<file path="src/rtl/frt_intc.sv">
// Free-running timer interrupt slice: priority/vector registers on IBUS,
// prioritised ICI/OCIA/OCIB/OVI request to the CPU merge stage with ack.
// Ports:
//   CLK, RST (async, high), CE_R/CE_F phase enables, RES_N sync reset
//   ICI/OCIA/OCIB/OVI_IRQ  level interrupt flags from the timer
//   IBUS_*                 register bus (IPRB, VCRC, VCRD)
//   INT_REQ/LVL/VEC        request toward CPU; INT_ACK vector-fetch ack
//   ACK_VEC/ACK_VALID      vector latched at ack, one-cycle valid pulse
module frt_intc #(
   parameter logic [31:0] IPRB_ADDR = 32'hFFFFFE60,
   parameter logic [31:0] VCRC_ADDR = 32'hFFFFFE66,
   parameter logic [31:0] VCRD_ADDR = 32'hFFFFFE68
) (
   input  logic        CLK,
   input  logic        RST,
   input  logic        CE_R,
   input  logic        CE_F,
   input  logic        RES_N,
   input  logic        ICI_IRQ,
   input  logic        OCIA_IRQ,
   input  logic        OCIB_IRQ,
   input  logic        OVI_IRQ,
   input  logic [31:0] IBUS_A,
   input  logic [31:0] IBUS_DI,
   output logic [31:0] IBUS_DO,
   input  logic [3:0]  IBUS_BA,
   input  logic        IBUS_WE,
   input  logic        IBUS_REQ,
   output logic        IBUS_BUSY,
   output logic        IBUS_ACT,
   output logic        INT_REQ,
   output logic [3:0]  INT_LVL,
   output logic [6:0]  INT_VEC,
   input  logic        INT_ACK,
   output logic [6:0]  ACK_VEC,
   output logic        ACK_VALID
);

   localparam logic [15:0] IPRB_MASK = 16'h0F00;
   localparam logic [15:0] VCRC_MASK = 16'h7F7F;
   localparam logic [15:0] VCRD_MASK = 16'h7F00;

   typedef enum logic [1:0] {IDLE, PEND, ACK} state_t;

   state_t      state_q, state_d;
   logic [15:0] iprb, vcrc, vcrd;
   logic        hit_iprb, hit_vcrc, hit_vcrd;
   logic [15:0] wdata, wmask, rword;
   logic        wr_en;
   logic [3:0]  frtip;
   logic        src_any;
   logic [6:0]  sel_vec;
   logic        req_d, ackv_d;
   logic [3:0]  lvl_d;
   logic [6:0]  vec_d, ackvec_d;
   logic        unused_a0;

   assign unused_a0 = IBUS_A[0];

   assign hit_iprb = IBUS_A[31:1] == IPRB_ADDR[31:1];
   assign hit_vcrc = IBUS_A[31:1] == VCRC_ADDR[31:1];
   assign hit_vcrd = IBUS_A[31:1] == VCRD_ADDR[31:1];
   assign IBUS_ACT  = hit_iprb | hit_vcrc | hit_vcrd;
   assign IBUS_BUSY = 1'b0;

   // Byte enables of both bus halves fold onto the addressed halfword;
   // data comes from the lane selected by A[1].
   assign wdata = IBUS_A[1] ? IBUS_DI[15:0] : IBUS_DI[31:16];
   assign wmask = {{8{IBUS_BA[3] | IBUS_BA[1]}},
                   {8{IBUS_BA[2] | IBUS_BA[0]}}};
   assign wr_en = IBUS_REQ & IBUS_WE;

   function automatic logic [15:0] merge(input logic [15:0] old,
                                         input logic [15:0] d,
                                         input logic [15:0] m,
                                         input logic [15:0] keep);
      return ((old & ~m) | (d & m)) & keep;
   endfunction

   always_ff @(posedge CLK or posedge RST) begin
      if (RST) begin
         iprb <= '0;
         vcrc <= '0;
         vcrd <= '0;
      end else if (CE_R) begin
         if (!RES_N) begin
            iprb <= '0;
            vcrc <= '0;
            vcrd <= '0;
         end else if (wr_en) begin
            if (hit_iprb) iprb <= merge(iprb, wdata, wmask, IPRB_MASK);
            if (hit_vcrc) vcrc <= merge(vcrc, wdata, wmask, VCRC_MASK);
            if (hit_vcrd) vcrd <= merge(vcrd, wdata, wmask, VCRD_MASK);
         end
      end
   end

   always_comb begin
      rword = '0;
      unique case (1'b1)
         hit_iprb: rword = iprb;
         hit_vcrc: rword = vcrc;
         hit_vcrd: rword = vcrd;
         default:  rword = '0;
      endcase
   end

   always_ff @(posedge CLK or posedge RST) begin
      if (RST) begin
         IBUS_DO <= '0;
      end else if (CE_R && !RES_N) begin
         IBUS_DO <= '0;
      end else if (CE_F) begin
         IBUS_DO <= (IBUS_REQ && !IBUS_WE && IBUS_ACT) ? {2{rword}} : '0;
      end
   end

   // Fixed internal order: ICI > OCIA|OCIB > OVI; FRTIP=0 masks all.
   assign frtip   = iprb[11:8];
   assign src_any = (ICI_IRQ | OCIA_IRQ | OCIB_IRQ | OVI_IRQ) &&
                    (frtip != 4'd0);
   assign sel_vec = ICI_IRQ              ? vcrc[14:8] :
                    (OCIA_IRQ | OCIB_IRQ) ? vcrc[6:0]  : vcrd[14:8];

   always_comb begin
      state_d  = state_q;
      req_d    = INT_REQ;
      lvl_d    = INT_LVL;
      vec_d    = INT_VEC;
      ackvec_d = ACK_VEC;
      ackv_d   = 1'b0;
      unique case (state_q)
         IDLE: begin
            if (src_any) begin
               state_d = PEND;
               req_d   = 1'b1;
               lvl_d   = frtip;
               vec_d   = sel_vec;
            end
         end
         PEND: begin
            // Ack beats a dropping source: the vector is already out.
            if (INT_ACK) begin
               state_d  = ACK;
               req_d    = 1'b0;
               lvl_d    = 4'd0;
               ackvec_d = INT_VEC;
               ackv_d   = 1'b1;
            end else if (!src_any) begin
               state_d = IDLE;
               req_d   = 1'b0;
               lvl_d   = 4'd0;
            end else begin
               lvl_d = frtip;
               vec_d = sel_vec;
            end
         end
         ACK: begin
            state_d = IDLE;
         end
         default: begin
            state_d = IDLE;
         end
      endcase
   end

   always_ff @(posedge CLK or posedge RST) begin
      if (RST) begin
         state_q   <= IDLE;
         INT_REQ   <= 1'b0;
         INT_LVL   <= '0;
         INT_VEC   <= '0;
         ACK_VEC   <= '0;
         ACK_VALID <= 1'b0;
      end else if (CE_R) begin
         if (!RES_N) begin
            state_q   <= IDLE;
            INT_REQ   <= 1'b0;
            INT_LVL   <= '0;
            INT_VEC   <= '0;
            ACK_VEC   <= '0;
            ACK_VALID <= 1'b0;
         end else begin
            state_q   <= state_d;
            INT_REQ   <= req_d;
            INT_LVL   <= lvl_d;
            INT_VEC   <= vec_d;
            ACK_VEC   <= ackvec_d;
            ACK_VALID <= ackv_d;
         end
      end
   end

endmodule
</file>
<file path="config.mk">
export PLATFORM = sky130hd
export DESIGN_NAME = frt_intc
export DESIGN_NICKNAME = d
export VERILOG_FILES = /design/src/rtl/frt_intc.sv
export SDC_FILE = /design/constraint.sdc
export NUM_CORES = 1
export LEC_CHECK = 0
export CORE_MARGIN = 2
export CORE_UTILIZATION = 40
export CTS_CLUSTER_DIAMETER = 30
export DETAILED_ROUTE_END_ITERATION = 8
export PLACE_DENSITY = 0.75
export SYNTH_ARGS = -nofsm -noshare
export SYNTH_HDL_FRONTEND = slang
export SYNTH_SLANG_ARGS = --single-unit
export TNS_END_PERCENT = 50
</file>
<file path="constraint.sdc">
create_clock -name CLK -period 3.3 [get_ports CLK]
set_input_delay 0.66 -clock CLK [delete_from_list [all_inputs] [get_ports CLK]]
set_output_delay 0.66 -clock CLK [all_outputs]
set_load 0.1 [all_outputs]
</file>
==> results of run 1 <==
==> cells by family (layout without fill, tap and decap cells) <==
group / after synthesis / after routing / synth area share, %
simple gates: 111 / 111 / 17.5
compound gates: 98 / 98 / 21.1
flops: 61 / 61 / 48.6
buf+inv: 36 / 157 / 6.69
mux: 18 / 18 / 6.01
other cells: 1 / 5 / 0.119
==> routing by layer <==
layer	vias to the layer above	routed length (um)	global-route usage (%)
li1	1392	-	-
met1	1369	3720	28.4
met2	99	3940	29.4
met3	9	554	4.64
met4	0	79	5.51
met5	-	0	0
==> Yosys cell counts (all sizes together), types with 2 or more instances <==
cell type	count	area share, %
a21oi	19	3.0
nand4	8	1.8
nor3	3	0.64
a41oi	3	0.84
inv	5	0.60
dfrtp	61	49
a22o	11	3.1
nor4	4	1.8
nor2	17	2.0
o21ai	40	7.2
a31oi	2	0.40
nand3	11	1.9
clkbuf	8	0.96
and2	2	0.40
buf	23	5.1
mux2i	11	3.5
nand2	57	6.8
nor2b	3	0.60
o31ai	8	1.9
mux2	7	2.5
a22oi	3	0.72
nand2b	2	0.40
o2bb2ai	11	3.1
==> stage by stage <==
stage,power (mW),area [um^2],std cells,hold WS (ns)
2_1_floorplan,0.857,3160,329,0.472
3_3_place_gp,0.967,4330,536,0.463
3_5_place_dp,0.969,4330,536,0.472
4_1_cts,1.62,4520,552,0.486
5_1_grt,1.67,4520,552,0.514
6_report,1.61,4520,552,0.481
==> cells in the final DEF, fill, tap and decap left out, types with 3 or more instances in the layout <==
cell type / n
o21ai_0: 33
nand3_1: 10
a41oi_1: 3
o21ai_2: 7
nand4_1: 7
clkdlybuf4s50_1: 74
mux2_2: 7
dfrtp_1: 61
o31ai_1: 8
a22oi_1: 3
a21oi_1: 19
nor2b_1: 3
buf_4: 60
clkbuf_8: 10
mux2i_1: 11
nand2_1: 57
conb_1: 5
inv_1: 4
o2bb2ai_1: 11
a22o_1: 11
nor2_1: 16
==> layout make-up <==
cell class | instances | share of cell area [%]
Multi-Input combinational cell | 232 | 31.5
Sequential cell | 61 | 33.8
Timing Repair Buffer | 136 | 27.2
Inverter | 5 | 0.415
Clock buffer | 12 | 3.21
Tap cell | 102 | 2.82
Clock inverter | 4 | 1.05
==> flip-flops by register name, indices dropped and copies added, names as in the netlist <==
signal	count
vcrc	14
ACK_VALID	1
IBUS_DO	14
INT_LVL	4
vcrd	7
state_q	2
INT_REQ	1
INT_VEC	7
iprb	4
ACK_VEC	7
==> critical path: cells and delay by family <==
family | cells | cell delay, ns
AND/OR/NAND/NOR | 4 | 0.75
buffers and inverters | 2 | 0.65
==> power by group through the flow <==
stage / Sequential (mW) / Clock (mW) / Combinational (mW)
after floorplan: 0.762 / 0 / 0.0950
after global placement: 0.762 / 0 / 0.205
after detailed placement: 0.762 / 0 / 0.208
after CTS: 0.748 / 0.665 / 0.209
after global routing: 0.747 / 0.695 / 0.224
final: 0.748 / 0.657 / 0.207
==> final timing paths <==
check                                start          end  slack, ns  cells past startpoint
worst max-delay path            IBUS_A[31]     IBUS_ACT       0.57                      6
worst min-delay path            ACK_VEC[3]   ACK_VEC[3]       0.48                      2
worst max register to register    iprb[10]   INT_LVL[3]       1.46                      5
worst min register to register  ACK_VEC[3]   ACK_VEC[3]       0.48                      2
max in group asynchronous              RST      vcrc[8]       2.00                      3
min in group asynchronous              RST  IBUS_DO[21]       0.72                      2
==> impl_metrics.tcl, run 1 <==
set metrics [dict create \
    slowest_delay_ns 0.46 \
    synth.avg_cell_area_um2 9.67 \
    post_cts_resize_count 0 \
    setup_viol 0 \
    grt_max_degree 33 \
    core_um2 7690 \
    dp_slack_ns 0.562 \
    dieHeight_um 92.6 \
    critPathLaunchType "primary input" \
    worst_slew_pin_slew_ns 0.852 \
    wl_um 8300 \
    multi_input_area_um2 1420 \
    synth-main-ff-cell "dfrtp_1" \
    fmax_ghz 0.366 \
    fin_crit_sh_pct 82.8 \
    hp-class "reg -> reg" \
    clkTransAtPathRegs_ns 0.06 \
    timing.final.ws_setup_ns 0.568 \
    grt.total_usage_pct 19.6 \
    die-area_um2 8580 \
    final_nets 525 \
    first_pass_iters 4 \
    power.density_nw_per_um2 357 \
    yosys_warnings 0 \
    grt_pass1_vias 2650 \
    tns_ns 0 \
    clock_path_buffers 2 \
    ys_ff_latch 61 \
    crit_chain "clkdlybuf4s50_1 -> nand4_1 -> nor4_4 -> nand2_1 -> nor2_2 -> buf_12" \
    num_io_pins 134 \
    gp_congestion 0.848 \
    power_frac_comb_pct 12.9 \
    crit_path_max_fanout 2 \
    drc 0 \
    power.leakage_nw 1.96 \
    hold_violations 0 \
    synth_edf_count 0 \
    cap_violations 0 \
    seqCellArea_um2 1530 \
    synth_seq_area_share_pct 48.6 \
    cts_tree "yes" \
    grt_pass1_wl_um 13100 \
    diodes 0 \
    overflow 0 \
    cp-end-kind "output port" \
    start_util_pct 40.9 \
    hpwl_um 6590 \
    fillCellCount 682 \
    via_per_inst 5.20 \
    clk_latency_ns 0.34 \
    ctsRootBufferMaster "clkbuf_8" \
    clock_power_share_pct 40.7 \
    required_ns 2.64 \
    arrival_ns 2.07 \
    drtAntennaViolNets 0 \
    synth_area_um2 3140 \
    drv_slew 0 \
    vias 2869 \
    synth_cells 325 \
    cts_htree_levels 3 \
    wl_per_cell_um 15.0 \
    port_buffers 123 \
    final_layout_size_suffix_gt1_share_pct 22.0 \
    hold_buffers 0 \
    areaGrowthSynthToFinish_pct 43.8 \
    finalClockSkew_ns 0.00748 \
    utilization_pct 58.8 \
    switchingPower_mw 0.392 \
    netlist-cell-type-count 36 \
    min_period_ns 2.73 \
    ir_drop_mv 0.176 \
    netSwitchingFraction_pct 24.3 \
    dr.first_iter.drc_count 161 \
    rows 32 \
    crit_slowest_cell "clkdlybuf4s50_1" \
    post_cts_buffers 0 \
    outcome "completed" \
    cts_buffers 9 \
    cts.sinks 61 \
    postSynth.asyncResetShare_pct 100 \
    die_w_um 92.6 \
    worstSetupPathType "in -> out" \
    pwr-share-seq_pct 46.4 \
    power.internal_mw 1.22 \
    rsz0062_at_grt "false" \
    relSlewSlack_pct 43.0 \
    antenna_found_initial 0 \
]
Power figures use the tool's default switching activity.
==> inputs of run 2 (changes only) <==
--- a/config.mk
+++ b/config.mk
@@ -6,10 +6,10 @@
 export NUM_CORES = 1
 export LEC_CHECK = 0
 export CORE_MARGIN = 2
-export CORE_UTILIZATION = 40
+export CORE_UTILIZATION = 39
 export CTS_CLUSTER_DIAMETER = 30
 export DETAILED_ROUTE_END_ITERATION = 8
-export PLACE_DENSITY = 0.75
+export PLACE_DENSITY = 0.77
 export SYNTH_ARGS = -nofsm -noshare
 export SYNTH_HDL_FRONTEND = slang
 export SYNTH_SLANG_ARGS = --single-unit
==> constraint.sdc (replaced) <==
create_clock -name CLK -period 2.2 [get_ports CLK]
set_input_delay 0.44 -clock CLK [delete_from_list [all_inputs] [get_ports CLK]]
set_output_delay 0.44 -clock CLK [all_outputs]
set_load 0.1 [all_outputs]
==> run 2 against run 1 <==
Non-clock buffer count increased by 20; critical path depth did not move; worst hold slack worse by 0.0058 ns; clock skew decreased by 0.0012 ns; sequential power grew 50%; flip-flop and latch count unchanged; highest routed layer unchanged; critical endpoint unchanged; die area is 2.5% higher; clock power increased by 34%.
==> impl_metrics.tcl, run 2 (synthesis gave the netlist of run 1 again) <==
set metrics [dict create \
    outcome "completed" \
    wl_um 8800 \
    ff2ff_path_depth 7 \
    netSwitchingFraction_pct 24.7 \
    whs_ns 0.475 \
    hpwl_um 6880 \
    rrSetupSlack_ns 0.51 \
    relSlewSlack_pct 62.2 \
    grt_pass1_vias 2832 \
    timing.rr.end "INT_VEC[6]" \
    core_um2 7770 \
    rr_startpoint "iprb[10]" \
    power.leakage_nw 2.13 \
    via_per_inst 5.16 \
    grt_max_degree 62 \
    finalClockSkew_ns 0.00627 \
    drtAntennaViolNets 0 \
    cts.sinks 61 \
    gp_congestion 0.847 \
    tns_ns 0 \
    min_period_ns 2.15 \
    endpoint "IBUS_ACT" \
    fin_area_um2 4700 \
    cap_violations 0 \
    fmax_ghz 0.464 \
    dr.first_iter.drc_count 172 \
    crit_path_start "IBUS_A[5]" \
    arrival_ns 1.71 \
    port_buffers 123 \
    dieHeight_um 93.8 \
    final_nets 545 \
    start_util_pct 40.4 \
    required_ns 1.76 \
    cts_tree "yes" \
    hold_violations 0 \
    die-area_um2 8790 \
    clkTransAtPathRegs_ns 0.07 \
    setup_viol 0 \
    drc 0 \
    cp-end-kind "output port" \
    dp_cells 551 \
    final_layout_size_suffix_gt1_share_pct 26.0 \
    vias 2952 \
    clk_latency_ns 0.33 \
    pwr-share-seq_pct 48.2 \
    grt.total_usage_pct 20.1 \
    p_total_mw 2.33 \
    hold_buffers 0 \
    worst_slew_pin_slew_ns 0.559 \
    switchingPower_mw 0.574 \
    drv_slew 0 \
    power.density_nw_per_um2 495 \
    clock_power_share_pct 37.7 \
    placed_area_um2 4460 \
    wl_per_cell_um 15.4 \
    diodes 0 \
    final_cell_mix "79 x buf_4, 61 x dfrtp_1, 61 x clkdlybuf4s50_1" \
    ir_drop_mv 0.242 \
    cts_buffers 9 \
    power_frac_comb_pct 14.0 \
    critPathLaunchType "primary input" \
    clock_path_buffers 2 \
    grt_pass1_wl_um 13600 \
    hp-class "in -> async" \
    overflow 0 \
    areaGrowthSynthToFinish_pct 49.5 \
    largestRegisters "IBUS_DO: 14 flops, vcrc: 14 flops" \
    first_pass_iters 6 \
    power.internal_mw 1.75 \
    crit_path_max_fanout 2 \
    rows 32 \
    num_io_pins 134 \
    fin_crit_sh_pct 97.9 \
    antenna_found_initial 0 \
    stdcell_count 572 \
    ctsRootBufferMaster "clkbuf_8" \
    mostFrequentLayoutCell "buf_4" \
    worstSetupPathType "in -> out" \
    die_w_um 93.8 \
    cts_htree_levels 3 \
]
run 2: cell types whose count changed in the layout (fill, tap and decap cells not counted), moves of 6 or more:
cell             change
buf_4               +19
clkdlybuf4s50_1     -13
dlygate4sd2_1        +7
dlymetal6s2s_1       +6
run 2: how the worst min path moves through the flow:
stage,slack (ns),startpoint,end
6_report,0.48,RST,IBUS_DO[19]
5_1_grt,0.50,RST,IBUS_DO[19]
4_1_cts,0.49,ACK_VEC[1],ACK_VEC[1]
3_5_place_dp,0.48,ACK_VEC[1],ACK_VEC[1]
3_3_place_gp,0.46,ACK_VEC[4],ACK_VEC[4]
2_1_floorplan,0.47,vcrc[10],vcrc[10]
run 2: routing by layer:
layer  part of all wire, %  up-vias  GRT usage (%)
met5                     0        -              0
met4                   2.4        0           8.82
met3                   6.3       19           4.74
met2                    49      122           31.7
met1                    42     1380           26.5
li1                      -     1431              -
run 2: cell type report:
class	count	area, um^2
clock buffer	12	155
timing repair buffer	156	1400
sequential	61	1530
inverter	5	18.8
multi-input combinational	232	1450
tap	102	128
fill	672	3070
clock inverter	4	22.5
run 2: stage by stage:
stage | worst slack (ns) | utilization (%)
3_3_place_gp | -0.0876 | 57.4
2_1_floorplan | 0.0293 | -
5_1_grt | -0.00203 | 60.5
3_5_place_dp | -0.0930 | 57.4
4_1_cts | 0.00114 | 60.0
6_report | 0.0455 | 60.5
run 2: repair_timing:
action	in CTS	in global routing
endpoints found under the setup margin	1	1
setup buffers	2	3
resized for setup	9	6
pin swaps	6	6
run 2: power by group through the flow:
stage / combinational (mW) / sequential (mW) / clock, mW
floorplan: 0.143 / 1.14 / 0
global placement: 0.324 / 1.14 / 0
detailed placement: 0.329 / 1.14 / 0
CTS: 0.329 / 1.12 / 0.893
global route: 0.351 / 1.12 / 0.952
finish: 0.326 / 1.12 / 0.878
run 2: worst max-delay path: stages:
cell             delay [ns]
clkdlybuf4s50_1        0.47
nand4b_1               0.15
nor4_4                 0.21
nand2_2                0.12
nor2_4                 0.14
buf_12                 0.18
==> inputs of run 3 (changes only) <==
--- a/config.mk
+++ b/config.mk
@@ -10,6 +10,7 @@
 export CTS_CLUSTER_DIAMETER = 30
 export DETAILED_ROUTE_END_ITERATION = 8
 export PLACE_DENSITY = 0.77
+export REMOVE_ABC_BUFFERS = 1
 export SYNTH_ARGS = -nofsm -noshare
 export SYNTH_HDL_FRONTEND = slang
 export SYNTH_SLANG_ARGS = --single-unit
==> run 3 against run 2 <==
Die area stayed put; setup slack better by 0.078 ns; clock power is 10% higher; sequential power about the same; combinational power fell by 2%; global-route usage fell by 0.46 points; clock skew shrank 0.0019 ns; core utilization fell by 0.065 points; sequential share of layout area about the same; largest cell class unchanged.
==> impl_metrics.tcl, run 3 (synthesis gave the netlist of run 1 again) <==
set metrics [dict create \
    met1_length_um 3580 \
    critPathLaunchType "primary input" \
    clock_power_share_pct 40.2 \
    hpwl_um 6730 \
    crit_path_start "IBUS_A[24]" \
    grt_pass1_wl_um 13600 \
    wl_met3_um 584 \
    drv_slew 0 \
    fillCellCount 679 \
    final_nets 542 \
    min_period_ns 2.08 \
    wl_per_cell_um 14.7 \
    slowest_delay_ns 0.46 \
    port_buffers 123 \
    timing.rr.end "INT_LVL[3]" \
    areaGrowthSynthToFinish_pct 49.3 \
    netSwitchingFraction_pct 24.1 \
    switchingPower_mw 0.580 \
    clk_latency_ns 0.33 \
    diodes 0 \
    mostFrequentLayoutCell "buf_4" \
    cp-end-kind "output port" \
    finalClockSkew_ns 0.00440 \
    dp_slack_ns -0.179 \
    required_ns 1.76 \
    grt.total_usage_pct 19.7 \
    antenna_found_initial 0 \
    overflow 0 \
    gp_congestion 0.856 \
    rrSetupSlack_ns 0.49 \
    worst_slew_pin_slew_ns 0.590 \
    grt_pass1_vias 2902 \
    dr.first_iter.drc_count 148 \
    num_io_pins 134 \
    drc 0 \
    power.internal_mw 1.83 \
    cts.sinks 61 \
    crit_chain "clkdlybuf4s50_1 -> nand4_1 -> nor3_2 -> nand2_1 -> nor2_2 -> buf_12" \
    grt_max_degree 62 \
    relSlewSlack_pct 60.1 \
    rows 32 \
    crit_slowest_cell "clkdlybuf4s50_1" \
    power.density_nw_per_um2 513 \
    drtAntennaViolNets 0 \
    ir_drop_mv 0.278 \
    cts_buffers 9 \
    stdcell_count 569 \
    timing.final.ws_setup_ns 0.123 \
    hp-class "in -> async" \
    cts_tree "yes" \
    final_layout_size_suffix_gt1_share_pct 25.3 \
    start_util_pct 40.4 \
    first_pass_iters 4 \
    die-area_um2 8790 \
    hold_violations 0 \
    power_frac_comb_pct 13.2 \
    rsz0062_at_grt "false" \
    core_um2 7770 \
    dieHeight_um 93.8 \
    p_total_mw 2.41 \
    fmax_ghz 0.481 \
    setup_viol 0 \
    whs_ns 0.481 \
    hold_buffers 0 \
    clkTransAtPathRegs_ns 0.07 \
    final_cell_mix "76 x buf_4, 61 x dfrtp_1, 57 x nand2_1" \
    pwr-share-seq_pct 46.6 \
    routed.top_layer "met4" \
    routed-wl-met2_um 4010 \
    largestRegisters "IBUS_DO: 14 flops, vcrc: 14 flops" \
    dp_cells 552 \
    crit_path_max_fanout 2 \
    die_w_um 93.8 \
    fin_area_um2 4690 \
    ctsRootBufferMaster "clkbuf_8" \
    fin_crit_sh_pct 94.4 \
    worstSetupPathType "in -> out" \
    ff2ff_path_depth 5 \
    via_per_inst 5.12 \
    power.leakage_nw 2.20 \
    vias 2912 \
    outcome "completed" \
    cap_violations 0 \
    wl_um 8380 \
    rr_startpoint "iprb[10]" \
    cts_htree_levels 3 \
    placed_area_um2 4460 \
    clock_path_buffers 2 \
    arrival_ns 1.64 \
]
==> run 3: cell count changes in the layout (fill, tap and decap cells not counted), sizes merged, moves of 3 or more <==
cell / before / now
clkdlybuf4s50: 61 / 49
buf: 82 / 79
dlygate4sd2: 7 / 12
dlymetal6s2s: 6 / 13
==> run 3: cell type report <==
cell class                      instances  area [um^2]  area share (%)
Sequential cell                        61         1530            32.5
Multi-Input combinational cell        232         1440            30.7
Timing Repair Buffer                  153         1390            29.6
Clock buffer                           11          141            3.01
Tap cell                              102          128            2.72
Clock inverter                          5         50.0            1.07
Inverter                                5         18.8           0.400
==> run 3: how the worst max path moves through the flow <==
| stage | end | slack (ns) | depth (start not counted) |
|---|---|---|---|
| after global routing | IBUS_ACT | 0.0007 | 6 |
| after detailed placement | IBUS_ACT | -0.18 | 6 |
| after floorplan | IBUS_ACT | -0.68 | 4 |
| final | IBUS_ACT | 0.12 | 6 |
| after global placement | IBUS_ACT | -0.16 | 6 |
| after CTS | IBUS_ACT | 0.02 | 6 |
==> run 3: what timing repair did <==
action | 4_1_cts | 5_1_grt
buffers inserted | 1 | 0
pin swaps | 6 | 8
hold endpoints to repair | 0 | 0
gates resized for setup | 14 | 13
setup endpoints to repair | 1 | 1
==> run 3: power by group through the flow <==
stage               Combinational (mW)  Clock [mW]  Sequential [mW]
global route                     0.346        1.02             1.12
global placement                 0.322           0             1.14
finish                           0.318       0.968             1.12
CTS                              0.324       0.973             1.12
detailed placement               0.327           0             1.14
floorplan                        0.118           0             1.14
==> run 3: critical path, delay by kind of cell <==
kind | cells | cell delay, ns
simple gates | 4 | 0.54
buf+inv | 2 | 0.65
==> run 3: per-stage QoR <==
| stage | util (%) | TNS, ns |
|---|---|---|
| 4_1_cts | 60.0 | 0 |
| 3_3_place_gp | 57.4 | -1.15 |
| 6_report | 60.4 | 0 |
| 3_5_place_dp | 57.4 | -2.05 |
| 5_1_grt | 60.4 | 0 |
| 2_1_floorplan | - | -0.676 |
==> run 3: routing by layer <==
| layer | up-vias | global-route usage, % |
|---|---|---|
| li1 | 1427 | - |
| met5 | - | 0 |
| met3 | 17 | 3.77 |
| met1 | 1344 | 25.7 |
| met4 | 0 | 7.97 |
| met2 | 124 | 32.1 |
